### src/rtl/alu_muldiv.sv
// Execute-stage ALU: registered single-cycle logic/arithmetic ops plus
// iterative radix-2 multiply/divide that write the HI/LO register pair.
module alu_muldiv #(
    parameter int WIDTH = 32
) (
    input  logic             clk,
    input  logic             rst,
    input  logic             in_valid,
    input  logic [3:0]       op,
    input  logic [WIDTH-1:0] a,
    input  logic [WIDTH-1:0] b,
    output logic [WIDTH-1:0] result,
    output logic             zero,
    output logic             out_valid,
    output logic             busy,
    output logic [WIDTH-1:0] hi,
    output logic [WIDTH-1:0] lo,
    output logic             div_by_zero
);

    localparam int CNT_W = $clog2(WIDTH);

    typedef enum logic [1:0] {IDLE, RUN, FIN} state_t;

    state_t state, state_nxt;

    logic             accept;
    logic             is_md;
    logic             op_signed;
    logic [WIDTH-1:0] single_res;

    // Iteration registers: counter, magnitudes, partial product / remainder
    logic [CNT_W-1:0] cnt_p0;
    logic [WIDTH-1:0] mcand_p0;
    logic [WIDTH-1:0] acc_hi_p0;
    logic [WIDTH-1:0] acc_lo_p0;
    logic [WIDTH-1:0] a_p0;
    logic             is_div_p0;
    logic             neg_q_p0;
    logic             neg_r_p0;
    logic             dz_p0;

    logic [WIDTH:0]   mul_sum;
    logic [WIDTH:0]   div_shift;
    logic             div_ok;
    logic [WIDTH-1:0] hi_fin;
    logic [WIDTH-1:0] lo_fin;

    // Architectural outputs
    logic [WIDTH-1:0] result_p1;
    logic             zero_p1;
    logic             vld_p1;
    logic             dz_p1;
    logic [WIDTH-1:0] hi_p1;
    logic [WIDTH-1:0] lo_p1;

    // Magnitude of an operand; unsigned ops pass the raw value through.
    function automatic logic [WIDTH-1:0] mag(input logic [WIDTH-1:0] v, input logic sgn);
        logic signed [WIDTH-1:0] vs;
        vs = v;
        if (sgn && vs < 0)
            return WIDTH'(-vs);
        return v;
    endfunction

    // Result of the single-cycle opcodes; HI/LO reads see the pre-accept values.
    function automatic logic [WIDTH-1:0] alu_single(input logic [3:0] f,
                                                    input logic [WIDTH-1:0] x,
                                                    input logic [WIDTH-1:0] y,
                                                    input logic [WIDTH-1:0] h,
                                                    input logic [WIDTH-1:0] l);
        logic signed [WIDTH-1:0] xs;
        logic signed [WIDTH-1:0] ys;
        xs = x;
        ys = y;
        case (f)
            4'd0:    return x + y;
            4'd1:    return x - y;
            4'd2:    return x & y;
            4'd3:    return x | y;
            4'd4:    return {{(WIDTH-1){1'b0}}, (xs < ys)};
            4'd5:    return x ^ y;
            4'd6:    return ~(x | y);
            4'd7:    return {{(WIDTH-1){1'b0}}, (x < y)};
            4'd12:   return h;
            4'd13:   return l;
            default: return x;
        endcase
    endfunction

    assign accept    = in_valid && (state == IDLE);
    assign is_md     = (op[3:2] == 2'b10);
    assign op_signed = ~op[0];
    assign busy      = (state != IDLE);

    assign result      = result_p1;
    assign zero        = zero_p1;
    assign out_valid   = vld_p1;
    assign div_by_zero = dz_p1;
    assign hi          = hi_p1;
    assign lo          = lo_p1;

    // Single-cycle result for the opcode currently presented
    always_comb begin
        single_res = alu_single(op, a, b, hi_p1, lo_p1);
    end

    // One radix-2 step: shift-add multiply and restoring-divide trial subtract
    always_comb begin
        mul_sum   = {1'b0, acc_hi_p0} + (acc_lo_p0[0] ? {1'b0, mcand_p0} : '0);
        div_shift = {acc_hi_p0, acc_lo_p0[WIDTH-1]};
        div_ok    = (div_shift >= {1'b0, mcand_p0});
    end

    // Sign fix-up and divide-by-zero override applied on the way out of FIN
    always_comb begin
        logic [2*WIDTH-1:0] prod;
        prod   = {acc_hi_p0, acc_lo_p0};
        hi_fin = '0;
        lo_fin = '0;
        if (is_div_p0) begin
            if (dz_p0) begin
                hi_fin = a_p0;
                lo_fin = '1;
            end else begin
                lo_fin = neg_q_p0 ? -acc_lo_p0 : acc_lo_p0;
                hi_fin = neg_r_p0 ? -acc_hi_p0 : acc_hi_p0;
            end
        end else begin
            if (neg_q_p0)
                prod = -prod;
            {hi_fin, lo_fin} = prod;
        end
    end

    // FSM state register
    always_ff @(posedge clk) begin
        if (rst)
            state <= IDLE;
        else
            state <= state_nxt;
    end

    // FSM next state: IDLE -> RUN for WIDTH steps -> FIN -> IDLE
    always_comb begin
        state_nxt = state;
        case (state)
            IDLE:    if (accept && is_md) state_nxt = RUN;
            RUN:     if (cnt_p0 == CNT_W'(WIDTH - 1)) state_nxt = FIN;
            FIN:     state_nxt = IDLE;
            default: state_nxt = IDLE;
        endcase
    end

    // Control and architectural outputs: counter, result/zero, valid pulse, HI/LO
    always_ff @(posedge clk) begin
        if (rst) begin
            cnt_p0    <= '0;
            result_p1 <= '0;
            zero_p1   <= 1'b1;
            vld_p1    <= 1'b0;
            dz_p1     <= 1'b0;
            hi_p1     <= '0;
            lo_p1     <= '0;
        end else begin
            vld_p1 <= 1'b0;
            dz_p1  <= 1'b0;
            case (state)
                IDLE: begin
                    if (accept) begin
                        cnt_p0 <= '0;
                        if (!is_md) begin
                            result_p1 <= single_res;
                            zero_p1   <= (single_res == '0);
                            vld_p1    <= 1'b1;
                        end
                    end
                end
                RUN: begin
                    cnt_p0 <= cnt_p0 + CNT_W'(1);
                end
                FIN: begin
                    hi_p1     <= hi_fin;
                    lo_p1     <= lo_fin;
                    result_p1 <= lo_fin;
                    zero_p1   <= (lo_fin == '0);
                    vld_p1    <= 1'b1;
                    dz_p1     <= dz_p0;
                end
                default: ;
            endcase
        end
    end

    // Iteration datapath: latch magnitudes at accept, then one step per RUN cycle
    always_ff @(posedge clk) begin
        case (state)
            IDLE: begin
                if (accept && is_md) begin
                    acc_hi_p0 <= '0;
                    acc_lo_p0 <= mag(a, op_signed);
                    mcand_p0  <= mag(b, op_signed);
                    a_p0      <= a;
                    is_div_p0 <= op[1];
                    neg_q_p0  <= op_signed && (a[WIDTH-1] ^ b[WIDTH-1]);
                    neg_r_p0  <= op_signed && a[WIDTH-1];
                    dz_p0     <= op[1] && (b == '0);
                end
            end
            RUN: begin
                if (is_div_p0) begin
                    if (div_ok) begin
                        acc_hi_p0 <= WIDTH'(div_shift - {1'b0, mcand_p0});
                        acc_lo_p0 <= {acc_lo_p0[WIDTH-2:0], 1'b1};
                    end else begin
                        acc_hi_p0 <= div_shift[WIDTH-1:0];
                        acc_lo_p0 <= {acc_lo_p0[WIDTH-2:0], 1'b0};
                    end
                end else begin
                    acc_hi_p0 <= mul_sum[WIDTH:1];
                    acc_lo_p0 <= {mul_sum[0], acc_lo_p0[WIDTH-1:1]};
                end
            end
            default: ;
        endcase
    end

endmodule

### config.mk
export PLATFORM = sky130hd
export DESIGN_NAME = alu_muldiv
export DESIGN_NICKNAME = d
export VERILOG_FILES = /design/src/rtl/alu_muldiv.sv
export SDC_FILE = /design/constraint.sdc
export NUM_CORES = 1
export LEC_CHECK = 0
export CORE_MARGIN = 2
export CORE_UTILIZATION = 55
export DETAILED_ROUTE_END_ITERATION = 7
export GPL_TIMING_DRIVEN = 0
export PLACE_DENSITY = 0.84
export SLEW_MARGIN = 30
export SYNTH_ARGS = -nofsm -noshare
export SYNTH_HDL_FRONTEND = slang
export SYNTH_SLANG_ARGS = --single-unit
### constraint.sdc
create_clock -name clk -period 4.8 [get_ports clk]
set_input_delay 0.96 -clock clk [delete_from_list [all_inputs] [get_ports clk]]
set_output_delay 0.96 -clock clk [all_outputs]
set_load 0.02 [all_outputs]
==> results.toml <==
[power_and_ir_drop]
total_power_mw = 6.38
power.density_mw_per_mm2 = 239
peakVddDrop_mv = 0.218
p_leak_nw = 10.3

[clock_tree]
clockBufferDepth = 3
root_buffer = "clkbuf_16"
clk_pin_slew_worst_paths_ns = 0.07
cts_max_level = 1
cts_tree = "done"
clkLatencyLatePin_ns = 0.54
cts_buffers = 23
clkSinkCount = 238

[hold_path]
hold_path_class = "register to register"
holdPathStages = 2
min-delay-start = "result[23]"
min_to = "result[23]"

[synthesis]
ys.flop_type = "edfxtp_1"
yosysMostFrequentCell = "nand2_1"
yosysUniqueCellTypes = 88
synthTopCellsByArea = "edfxtp_1 17%, dfxtp_1 9.3%, ha_1 9.2%, a21oi_1 6.7%, xnor2_1 6.5%"
ys_seq_area_share_pct = 26.5
synth_edf_count = 132
post_synth.cell_area_avg_sq_um = 7.74
synth_top_area_cell = "edfxtp_1"
synth_top_area_share_pct = 17.3
netlist_top_cells_count = "333 x nand2_1, 305 x a21oi_1, 261 x nor2_1, 187 x o21ai_0"
synthArstFlopShare_pct = 0
ys_warn_count = 0
postSynthCellCount = 2963
syn_nets = 3207
synth_area_sq_mm = 0.0229
synth-seq-cells = 238

[worst_setup_path]
r2r_cells = 15
cp_common_cell = "a21oi_2"
end_kind = "register"
critPathArrivalTime_ns = 5.41
critPathBufInv = 3
cp.required_ns = 5.26
worstReg2RegStart = "acc_lo_p0[0]"
cp_top_family = "simple AND/OR/NAND/NOR gates"
slowest_delay_ns = 0.62
path_max_fanout = 10
path_cells = "dlygate4sd2_1 -> inv_1 -> ha_1 -> clkbuf_4 -> a21oi_2 -> o21ai_0 -> a21oi_2 -> nand2_2 -> xnor2_1 -> a221oi_2 -> a31oi_1 -> or4_4 -> or4b_4 -> nor3_1 -> nand4b_1 -> a32oi_1"
critPathKind = "primary input to register"
r2r_end = "acc_hi_p0[30]"
reg2reg_slack_ns = 0.04
crit_slowest_cell = "or4_4"
worstSetupStartpointType = "primary input"

[floorplan]
start_util_pct = 55.9
placementRows = 74
coreArea_sq_mm = 0.0410
die_w_um = 208
ioPinCount = 171
fp.dieH_um = 208
die-area_sq_mm = 0.0434

[place]
place_congestion = 1.08
hpwl_mm = 85.1
placedCellCount = 3667
port_buffers = 168

[sta]
fmax_mhz = 202
finClkSkew_ns = 0.0123
fin_crit_sh_pct = 103
final_max_slew_viol_count = 0
worstMarginPinSlew_ns = 1.08
setup_violations = 1
hold_viol = 0
fin_crit_ns = 4.95
finalWorstSetupSlack_ns = -0.151
slew_headroom_pct = 27.6
rsz0062_at_grt = "yes"

[grt]
grt_max_degree = 54
grt_use_total_pct = 47.8
grt_pass1_wl_mm = 156
antenna_found_initial = 6
grt_pass1_vias = 25138
grt_overflow_total = 0

[layout]
regArea_sq_mm = 0.00609
multiInputGateArea_sq_mm = 0.0160
layout-drive-gt1-share_pct = 7.00
stdcell_count = 3716
fin_nets = 3412
syn2layout_area_growth_pct = 16.4
antenna_cells = 0
fill_cells = 3499

[detailed_routing]
wl_mm = 108
dr_total_vias = 26236
post_drt_wl_per_cell_um = 29.1
drcViolationCount = 3
avgViaCountPerCell = 7.06
ant_nets = 0
dr.first_iter.drc_count = 3777
first_pass_iters = 8

[status]
violations = "design-rule violations, negative setup slack"
status = "complete, but fails checks"

[job]
cap_violations = 0
==> worst min-delay path, delay by kind of cell, from the launching register on <==
family,cells,cell delay (ns)
compound gates,1,0.05
flops,1,0.33
simple gates,1,0.06
==> how the worst max path moves through the flow <==
stage | from | end | cells after the start
floorplan | a[2] | zero | 15
global placement | a[16] | zero | 16
detailed placement | a[6] | zero | 16
CTS | b[9] | zero | 16
global route | a[5] | zero | 16
finish | a[13] | zero | 16
==> placed cells by master (no fill, tap or decap), types with 12 or more instances in the layout <==
cell	n
o21bai_1	15
buf_4	12
nor2_1	257
clkbuf_2	26
and3_1	21
xnor2_1	169
or3_1	25
o31ai_1	35
o21a_1	14
a211oi_1	28
nor2b_1	31
a21o_1	51
buf_2	19
o211ai_1	50
buf_1	20
o22ai_1	14
xor2_1	49
a221oi_1	15
clkbuf_16	25
clkdlybuf4s50_1	140
ha_1	164
mux2i_1	94
o21ai_1	16
nand3_1	44
o221ai_1	20
a22oi_1	17
dfxtp_1	106
nand4_1	31
nand2b_1	43
edfxtp_1	132
nor4_1	22
a21oi_1	294
a31oi_1	47
o21ai_0	180
clkbuf_1	118
nand2_1	329
nor3_1	54
inv_1	151
==> flip-flops by register name, summed over array words and instances, names as in the netlist <==
| register | flops |
|---|---|
| neg_q_p0 | 1 |
| hi | 32 |
| acc_hi_p0 | 32 |
| lo | 32 |
| result | 32 |
| acc_lo_p0 | 32 |
| mcand_p0 | 32 |
| div_by_zero | 1 |
| dz_p0 | 1 |
| out_valid | 1 |
| cnt_p0 | 5 |
| zero | 1 |
| state | 2 |
| is_div_p0 | 1 |
| neg_r_p0 | 1 |
| a_p0 | 32 |
==> final cells by class <==
class	instances	area share [%]
Multi-Input combinational cell	2385	60.1
Inverter	158	2.25
Clock buffer	32	2.56
Sequential cell	238	22.8
Timing Repair Buffer	185	6.83
Clock inverter	9	0.188
Tap cell	532	2.49
Buffer	177	2.75
==> report_power, final <==
group	total (mW)	leakage (nW)	switching, mW	internal [mW]
Combinational	2.19	7.85	1.43	0.762
Sequential	2.35	2.09	0.0991	2.25
Clock	1.84	0.372	0.839	0.999
==> per-stage QoR <==
stage | setup slack, ns | TNS (ns) | hold WS, ns | utilization, % | cell area [sq um]
floorplan | 0.498 | 0 | 0.472 | - | 22900
global placement | -2.01 | -39.23 | 0.456 | 61.7 | 25300
detailed placement | -1.84 | -32.29 | 0.463 | 61.9 | 25400
CTS | -0.111 | -0.111 | 0.478 | 64.5 | 26500
global route | -0.188 | -0.188 | 0.485 | 65.1 | 26700
finish | -0.151 | -0.151 | 0.478 | 65.1 | 26700
==> repair_timing <==
item                                    in CTS  in global routing
pin swaps                                    5                  8
endpoints found under the setup margin      33                 16
hold buffers                                 0                  0
gates resized for setup                    109                 93
setup buffers                                9                  3
endpoints found under the hold margin        0                  0
==> per-layer routing <==
metal	up-vias	GRT usage [%]	wire, um
li1	11188	-	-
met1	12208	59.3	38500
met2	2283	71.6	45100
met3	545	14.7	16000
met4	12	31.3	8340
met5	-	0	72
==> logic make-up after synthesis <==
group                    Yosys count  share of synthesized area, %
flip-flops                       238                          26.5
adder cells (fa/ha/maj)          173                          9.57
buffers and inverters            340                          5.67
AO/OA/AOI/OAI                    935                          25.9
AND/OR/NAND/NOR                  959                          19.6
multiplexers                     100                          4.40
XOR/XNOR                         218                          8.32
Power figures use the tool's default switching activity.
